==> config.mk <==
export PLATFORM = sky130hd
export DESIGN_NAME = minmax_window_tracker_flat
export DESIGN_NICKNAME = d
export VERILOG_FILES = /design/src/rtl/minmax_window_tracker_if.sv /design/src/rtl/minmax_window_tracker.sv /design/src/flat_wrapper.sv
export SDC_FILE = /design/constraint.sdc
export NUM_CORES = 1
export LEC_CHECK = 0
export ABC_AREA = 1
export BUFFER_PORTS_ARGS = -buffer_cell sky130_fd_sc_hd__buf_2
export CORE_ASPECT_RATIO = 0.9
export CORE_MARGIN = 3
export CORE_UTILIZATION = 50
export DETAILED_ROUTE_END_ITERATION = 8
export PLACE_DENSITY_LB_ADDON = 0.05
export SLEW_MARGIN = 5
export SYNTH_ARGS = -nofsm -noshare
export SYNTH_HDL_FRONTEND = slang
export SYNTH_SLANG_ARGS = --single-unit
==> constraint.sdc <==
create_clock -name clk -period 2.2 [get_ports clk]
set_input_delay 0.11 -clock clk [delete_from_list [all_inputs] [get_ports clk]]
set_output_delay 0.11 -clock clk [all_outputs]
set_load 0.01 [all_outputs]
==> src/rtl/minmax_window_tracker_if.sv <==
// Stream bundle for the min/max window tracker: sample input handshake,
// window-result output handshake and the running status flags.
//
// Handshake rules (both directions): a transfer happens on a rising clk edge
// where valid and ready are both high; ready never depends on valid, and a
// producer holding valid keeps its data stable until the transfer.
interface minmax_window_tracker_if #(
  parameter int WIDTH  = 3,
  parameter int WINDOW = 4
);
  localparam int CNT_W = $clog2(WINDOW + 1);

  logic             in_valid;
  logic [WIDTH-1:0] in_data;
  logic             in_ready;
  logic             out_valid;
  logic             out_ready;
  logic [WIDTH-1:0] out_max;
  logic [WIDTH-1:0] out_min;
  logic             max_eq_min;
  logic             new_max;
  logic             new_min;
  logic [CNT_W-1:0] sample_cnt;

  // Producer of samples / consumer of window results
  modport master (
    output in_valid, in_data, out_ready,
    input  in_ready, out_valid, out_max, out_min, max_eq_min,
           new_max, new_min, sample_cnt
  );

  // The tracker itself
  modport slave (
    input  in_valid, in_data, out_ready,
    output in_ready, out_valid, out_max, out_min, max_eq_min,
           new_max, new_min, sample_cnt
  );
endinterface

==> src/rtl/minmax_window_tracker.sv <==
// Running max/min tracker over windows of WINDOW unsigned samples.
// IDLE waits for the first sample of a window, TRACK folds further samples
// into the running max/min, HOLD presents the window result until taken.
module minmax_window_tracker #(
  parameter int WIDTH  = 3,
  parameter int WINDOW = 4
) (
  input  logic                     clk,
  input  logic                     rst_n,
  input  logic                     clear,
  minmax_window_tracker_if.slave   bus,
  output logic [1:0]               state_dbg
);
  localparam int CNT_W = $clog2(WINDOW + 1);

  typedef enum logic [1:0] {
    IDLE  = 2'd0,
    TRACK = 2'd1,
    HOLD  = 2'd2
  } state_t;

  state_t           state_q, state_d;
  logic [WIDTH-1:0] max_q, max_d;
  logic [WIDTH-1:0] min_q, min_d;
  logic [CNT_W-1:0] cnt_q, cnt_d;
  logic             new_max_q, new_max_d;
  logic             new_min_q, new_min_d;
  logic             accept;

  // Sample acceptance; ready is a pure function of state
  assign accept = bus.in_valid && (state_q != HOLD);

  // Next-state and next-datapath; both comparisons use pre-update max/min
  always_comb begin
    state_d   = state_q;
    max_d     = max_q;
    min_d     = min_q;
    cnt_d     = cnt_q;
    new_max_d = 1'b0;
    new_min_d = 1'b0;

    if (clear) begin
      // Window abort wins over everything; an offered sample is dropped
      state_d = IDLE;
      max_d   = '0;
      min_d   = '0;
      cnt_d   = '0;
    end else begin
      case (state_q)
        IDLE: begin
          if (accept) begin
            max_d     = bus.in_data;
            min_d     = bus.in_data;
            new_max_d = 1'b1;
            new_min_d = 1'b1;
            cnt_d     = CNT_W'(1);
            state_d   = (WINDOW == 1) ? HOLD : TRACK;
          end
        end
        TRACK: begin
          if (accept) begin
            if (bus.in_data > max_q) begin
              max_d     = bus.in_data;
              new_max_d = 1'b1;
            end
            if (bus.in_data < min_q) begin
              min_d     = bus.in_data;
              new_min_d = 1'b1;
            end
            cnt_d = cnt_q + CNT_W'(1);
            if (cnt_q == CNT_W'(WINDOW - 1)) begin
              state_d = HOLD;
            end
          end
        end
        HOLD: begin
          // max/min are kept visible after hand-off until the next sample
          if (bus.out_ready) begin
            state_d = IDLE;
            cnt_d   = '0;
          end
        end
        default: begin
          state_d = IDLE;
          max_d   = '0;
          min_d   = '0;
          cnt_d   = '0;
        end
      endcase
    end
  end

  // State and datapath registers with asynchronous active-low reset
  always_ff @(posedge clk or negedge rst_n) begin
    if (!rst_n) begin
      state_q   <= IDLE;
      max_q     <= '0;
      min_q     <= '0;
      cnt_q     <= '0;
      new_max_q <= 1'b0;
      new_min_q <= 1'b0;
    end else begin
      state_q   <= state_d;
      max_q     <= max_d;
      min_q     <= min_d;
      cnt_q     <= cnt_d;
      new_max_q <= new_max_d;
      new_min_q <= new_min_d;
    end
  end

  assign bus.in_ready   = (state_q != HOLD);
  assign bus.out_valid  = (state_q == HOLD);
  assign bus.out_max    = max_q;
  assign bus.out_min    = min_q;
  assign bus.max_eq_min = (cnt_q != '0) && (max_q == min_q);
  assign bus.new_max    = new_max_q;
  assign bus.new_min    = new_min_q;
  assign bus.sample_cnt = cnt_q;
  assign state_dbg      = state_q;

endmodule

==> src/flat_wrapper.sv <==
// flat-port wrapper written by rule: the top's interface ports become plain ports
module minmax_window_tracker_flat 
#(
  parameter int WIDTH  = 3,
  parameter int WINDOW = 4
)
  (clk, rst_n, clear, state_dbg, bus_in_valid, bus_in_data, bus_out_ready, bus_in_ready, bus_out_valid, bus_out_max, bus_out_min, bus_max_eq_min, bus_new_max, bus_new_min, bus_sample_cnt);
  minmax_window_tracker_if #(.WIDTH(WIDTH), .WINDOW(WINDOW)) bus_i ();
  input  logic clk;
  input  logic rst_n;
  input  logic clear;
  output logic [1:0] state_dbg;
  input wire logic [$bits(bus_i.in_valid)-1:0] bus_in_valid;
  input wire logic [$bits(bus_i.in_data)-1:0] bus_in_data;
  input wire logic [$bits(bus_i.out_ready)-1:0] bus_out_ready;
  output wire logic [$bits(bus_i.in_ready)-1:0] bus_in_ready;
  output wire logic [$bits(bus_i.out_valid)-1:0] bus_out_valid;
  output wire logic [$bits(bus_i.out_max)-1:0] bus_out_max;
  output wire logic [$bits(bus_i.out_min)-1:0] bus_out_min;
  output wire logic [$bits(bus_i.max_eq_min)-1:0] bus_max_eq_min;
  output wire logic [$bits(bus_i.new_max)-1:0] bus_new_max;
  output wire logic [$bits(bus_i.new_min)-1:0] bus_new_min;
  output wire logic [$bits(bus_i.sample_cnt)-1:0] bus_sample_cnt;
  assign bus_i.in_valid = bus_in_valid;
  assign bus_i.in_data = bus_in_data;
  assign bus_i.out_ready = bus_out_ready;
  assign bus_in_ready = bus_i.in_ready;
  assign bus_out_valid = bus_i.out_valid;
  assign bus_out_max = bus_i.out_max;
  assign bus_out_min = bus_i.out_min;
  assign bus_max_eq_min = bus_i.max_eq_min;
  assign bus_new_max = bus_i.new_max;
  assign bus_new_min = bus_i.new_min;
  assign bus_sample_cnt = bus_i.sample_cnt;
  minmax_window_tracker #(.WIDTH(WIDTH), .WINDOW(WINDOW)) u_core (.clk(clk), .rst_n(rst_n), .clear(clear), .bus(bus_i), .state_dbg(state_dbg));
endmodule
==> summary.md <==
| Metric | Value |
|---|---|
| Outcome | complete, no violations |
| Final hold vios | 0 |
| Vias in the first global route | 708 |
| Worst setup margin | 0.677 ns |
| Path depth of the worst reg2reg path | 8 |
| Initial antenna violation count | 0 |
| Period utilization | 0.692 |
| Crit start category | register |
| Clock group share of total power | 0.265 |
| Post-Syn Area per Cell | 8.15 um^2 |
| Setup WS pre-CTS | 0.729 ns |
| Vias/cell | 4.90 |
| H-Tree Depth | 1 |
| Metal2 WL | 774 um |
| Sequential power share | 0.478 |
| CP Class | reg2out |
| Area delta synth->final | 21.7% |
| Relative slew margins | 0.796 |
| Element type at the critical path end | primary output |
| Port-buffer cells | 23 |
| Mapped Nets | 117 |
| Power density over the cells | 575 nW/um^2 |
| Grt ovf | 0 |
| Core Rows | 13 |
| GRT Resource Usage Total | 0.197 |
| First-pass GRT wire length | 3220 um |
| Area of the multi-input gates | 437 um^2 |
| Minimum clock period | 1.52 ns |
| Register area | 325 um^2 |
| Cell count after synthesis | 101 |
| Hold Startpoint | bus_out_ready |
| Slew @ Worst Pin | 0.306 ns |
| Switching part of the total power | 0.333 |
| Layout cell share with drive strength beyond 1 | 0.318 |
| Core Footprint | 1500 um^2 |
| Die extent in x | 48.8 um |
| CTS sink count | 13 |
| RSZ-0062 raised after global routing | no |
| Internal power | 384 uW |
| Worst R2R End | u_core.bus.out_min[0]$_DFFE_PN0P_ |
| Synth Register Bits | 13 |
| Placer Congestion | 0.887 |
| Worst Hold Class | in2reg |
| Clock Latency Late Sink | 0.28 ns |
| Post-CTS Setup Inserts | 0 |
| Critical R2R Launch | u_core.bus.out_min[2]$_DFFE_PN0P_ |
| CTS tree | built |
| CP arrival | 1.41 ns |
| Switching pwr | 192 uW |
| Post-Syn Area | 823 um^2 |
| Most frequent cells in the layout | nand2_1, buf_2, dfrtp_1 |
| CTS Buffer Depth | 2 |
| Crit path max fanout | 3 |
| Post-CTS sizing | 0 |
| Setup TNS | 0 ns |
| Post-DP HPWL | 1480 um |
| # setup viols final | 0 |
| Vias | 740 |
| Routed WL | 1830 um |
| DRT Pass-1 Iters | 4 |
| Initial drt markers | 14 |
| Leak | 0.557 nW |
| Full die area | 2170 um^2 |
| CTS buffer count | 3 |
| Top Metal Used | met4 |
| M1 WL | 873 um |
| Synth Warn # | 0 |
| ANT nets after route | 0 |
| Combinational Power Share | 0.257 |
| CTS clk-pin slew, worst paths | 0.08 ns |
| Largest net degree at the start of global routing | 14 |
| Synth cell types | 21 |
| Routed wl met3 | 161 um |
| Antenna cells | 0 |
| Reg2reg setup slack | 0.71 ns |
| Fin nets | 146 |
| Worst Hold Path EP | u_core.state_dbg[1]$_DFFE_PN0P_ |
| Initial Utilization | 0.550 |
| Wire length per cell | 12.1 um |
| Highest Clock Rate | 657 MHz |
| Maximum VDD drop | 0.456 mV |
| Clk Tree Root Cell | clkbuf_4 |
| Hold depth | 2 |
| Post-route DRC | 0 |
| Commonest non-fill, non-tap cell in the layout | nand2_1 |
| Final Max Tran Viols | 0 |
| Sequential element share of the synthesized area | 0.395 |
| Clk_skew | 0.00286 ns |
| Die Ht | 44.5 um |
| WP data required | 2.09 ns |
| Max Cap Viol | 0 |
| Fillers | 145 |
| Top Ports | 24 |
-- per-layer routing --
metal,GRT usage,up-vias
met5,0,-
met2,0.298,29
li1,-,384
met4,0.0795,0
met1,0.259,323
met3,0.0673,4
-- repair_timing --
action | CTS | global route
setup endpoints to repair | 0 | 0
hold buffers | 1 | 0
hold endpoints to repair | 13 | 0
-- synthesized netlist by cell type --
cell / count / area share
nor2_4: 1 / 0.014
dfrtp_1: 13 / 0.40
nor4_1: 1 / 0.0076
o21ai_2: 1 / 0.011
nand2_1: 25 / 0.11
inv_1: 9 / 0.041
xor2_1: 1 / 0.011
nand3b_1: 1 / 0.0091
o211ai_1: 1 / 0.0091
inv_4: 2 / 0.015
o21ai_1: 6 / 0.036
nand3_1: 11 / 0.067
o21ai_0: 1 / 0.0061
a21oi_1: 4 / 0.024
nand2_2: 3 / 0.023
nor2_2: 1 / 0.0076
a21oi_4: 1 / 0.020
nand2_4: 2 / 0.027
nor2_1: 5 / 0.023
inv_2: 4 / 0.018
ha_1: 8 / 0.12
-- critical path: stages (launching register included) --
cell and delay, ns:
dfrtp_1 0.38, inv_1 0.08, ha_1 0.19, nand2_1 0.06, o21ai_0 0.08, nor4_1 0.16
buf_2 0.17
-- power groups by stage --
stage,clock network (mW),logic (mW),registers [mW]
floorplan,0,0.0853,0.286
global placement,0,0.144,0.279
detailed placement,0,0.147,0.280
CTS,0.157,0.150,0.275
global route,0.168,0.170,0.279
finish,0.153,0.148,0.276
-- how the worst max path moves through the flow --
stage / start / slack (ns) / to
finish: u_core.bus.sample_cnt[0]$_DFFE_PN0P_ / 0.68 / bus_max_eq_min
global route: u_core.bus.sample_cnt[0]$_DFFE_PN0P_ / 0.53 / bus_max_eq_min
CTS: u_core.bus.sample_cnt[0]$_DFFE_PN0P_ / 0.65 / bus_max_eq_min
detailed placement: u_core.bus.out_min[2]$_DFFE_PN0P_ / 0.73 / u_core.bus.out_min[0]$_DFFE_PN0P_
global placement: u_core.bus.out_min[2]$_DFFE_PN0P_ / 0.75 / u_core.bus.out_min[1]$_DFFE_PN0P_
floorplan: u_core.bus.out_min[2]$_DFFE_PN0P_ / 0.84 / u_core.bus.out_min[1]$_DFFE_PN0P_
-- area by class of cell --
| class | instances | share of cell area |
|---|---|---|
| Timing Repair Buffer | 24 | 0.125 |
| Inverter | 15 | 0.0612 |
| Multi-Input combinational cell | 73 | 0.436 |
| Tap cell | 22 | 0.0275 |
| Sequential cell | 13 | 0.325 |
| Clock buffer | 4 | 0.0262 |
-- registers in the layout (all words and copies together), names as in the netlist --
register,flops
u_core.bus.out_max,3
u_core.bus.out_min,3
u_core.bus.sample_cnt,3
u_core.state_dbg,2
u_core.bus.new_max,1
u_core.bus.new_min,1
-- through the flow --
step	area (um^2)	cells	util	power (mW)	hold slack [ns]
after floorplan	823	101	-	0.371	-0.186
after detailed placement	966	146	0.645	0.428	0.0189
after CTS	1000	151	0.670	0.582	0.0165
final	1000	151	0.670	0.577	0.0172
after global placement	966	146	0.645	0.423	0.0141
after global routing	1000	151	0.670	0.617	0.0168
-- logic make-up after synthesis --
group	Yosys count	share of synthesized area
XOR/XNOR	1	0.0106
AND/OR/NAND/NOR	50	0.292
AO/OA/AOI/OAI	14	0.106
buffers and inverters	15	0.0745
flip-flops	13	0.395
adder cells (fa/ha/maj)	8	0.122
No activity file was read; power rests on OpenSTA's default activity.
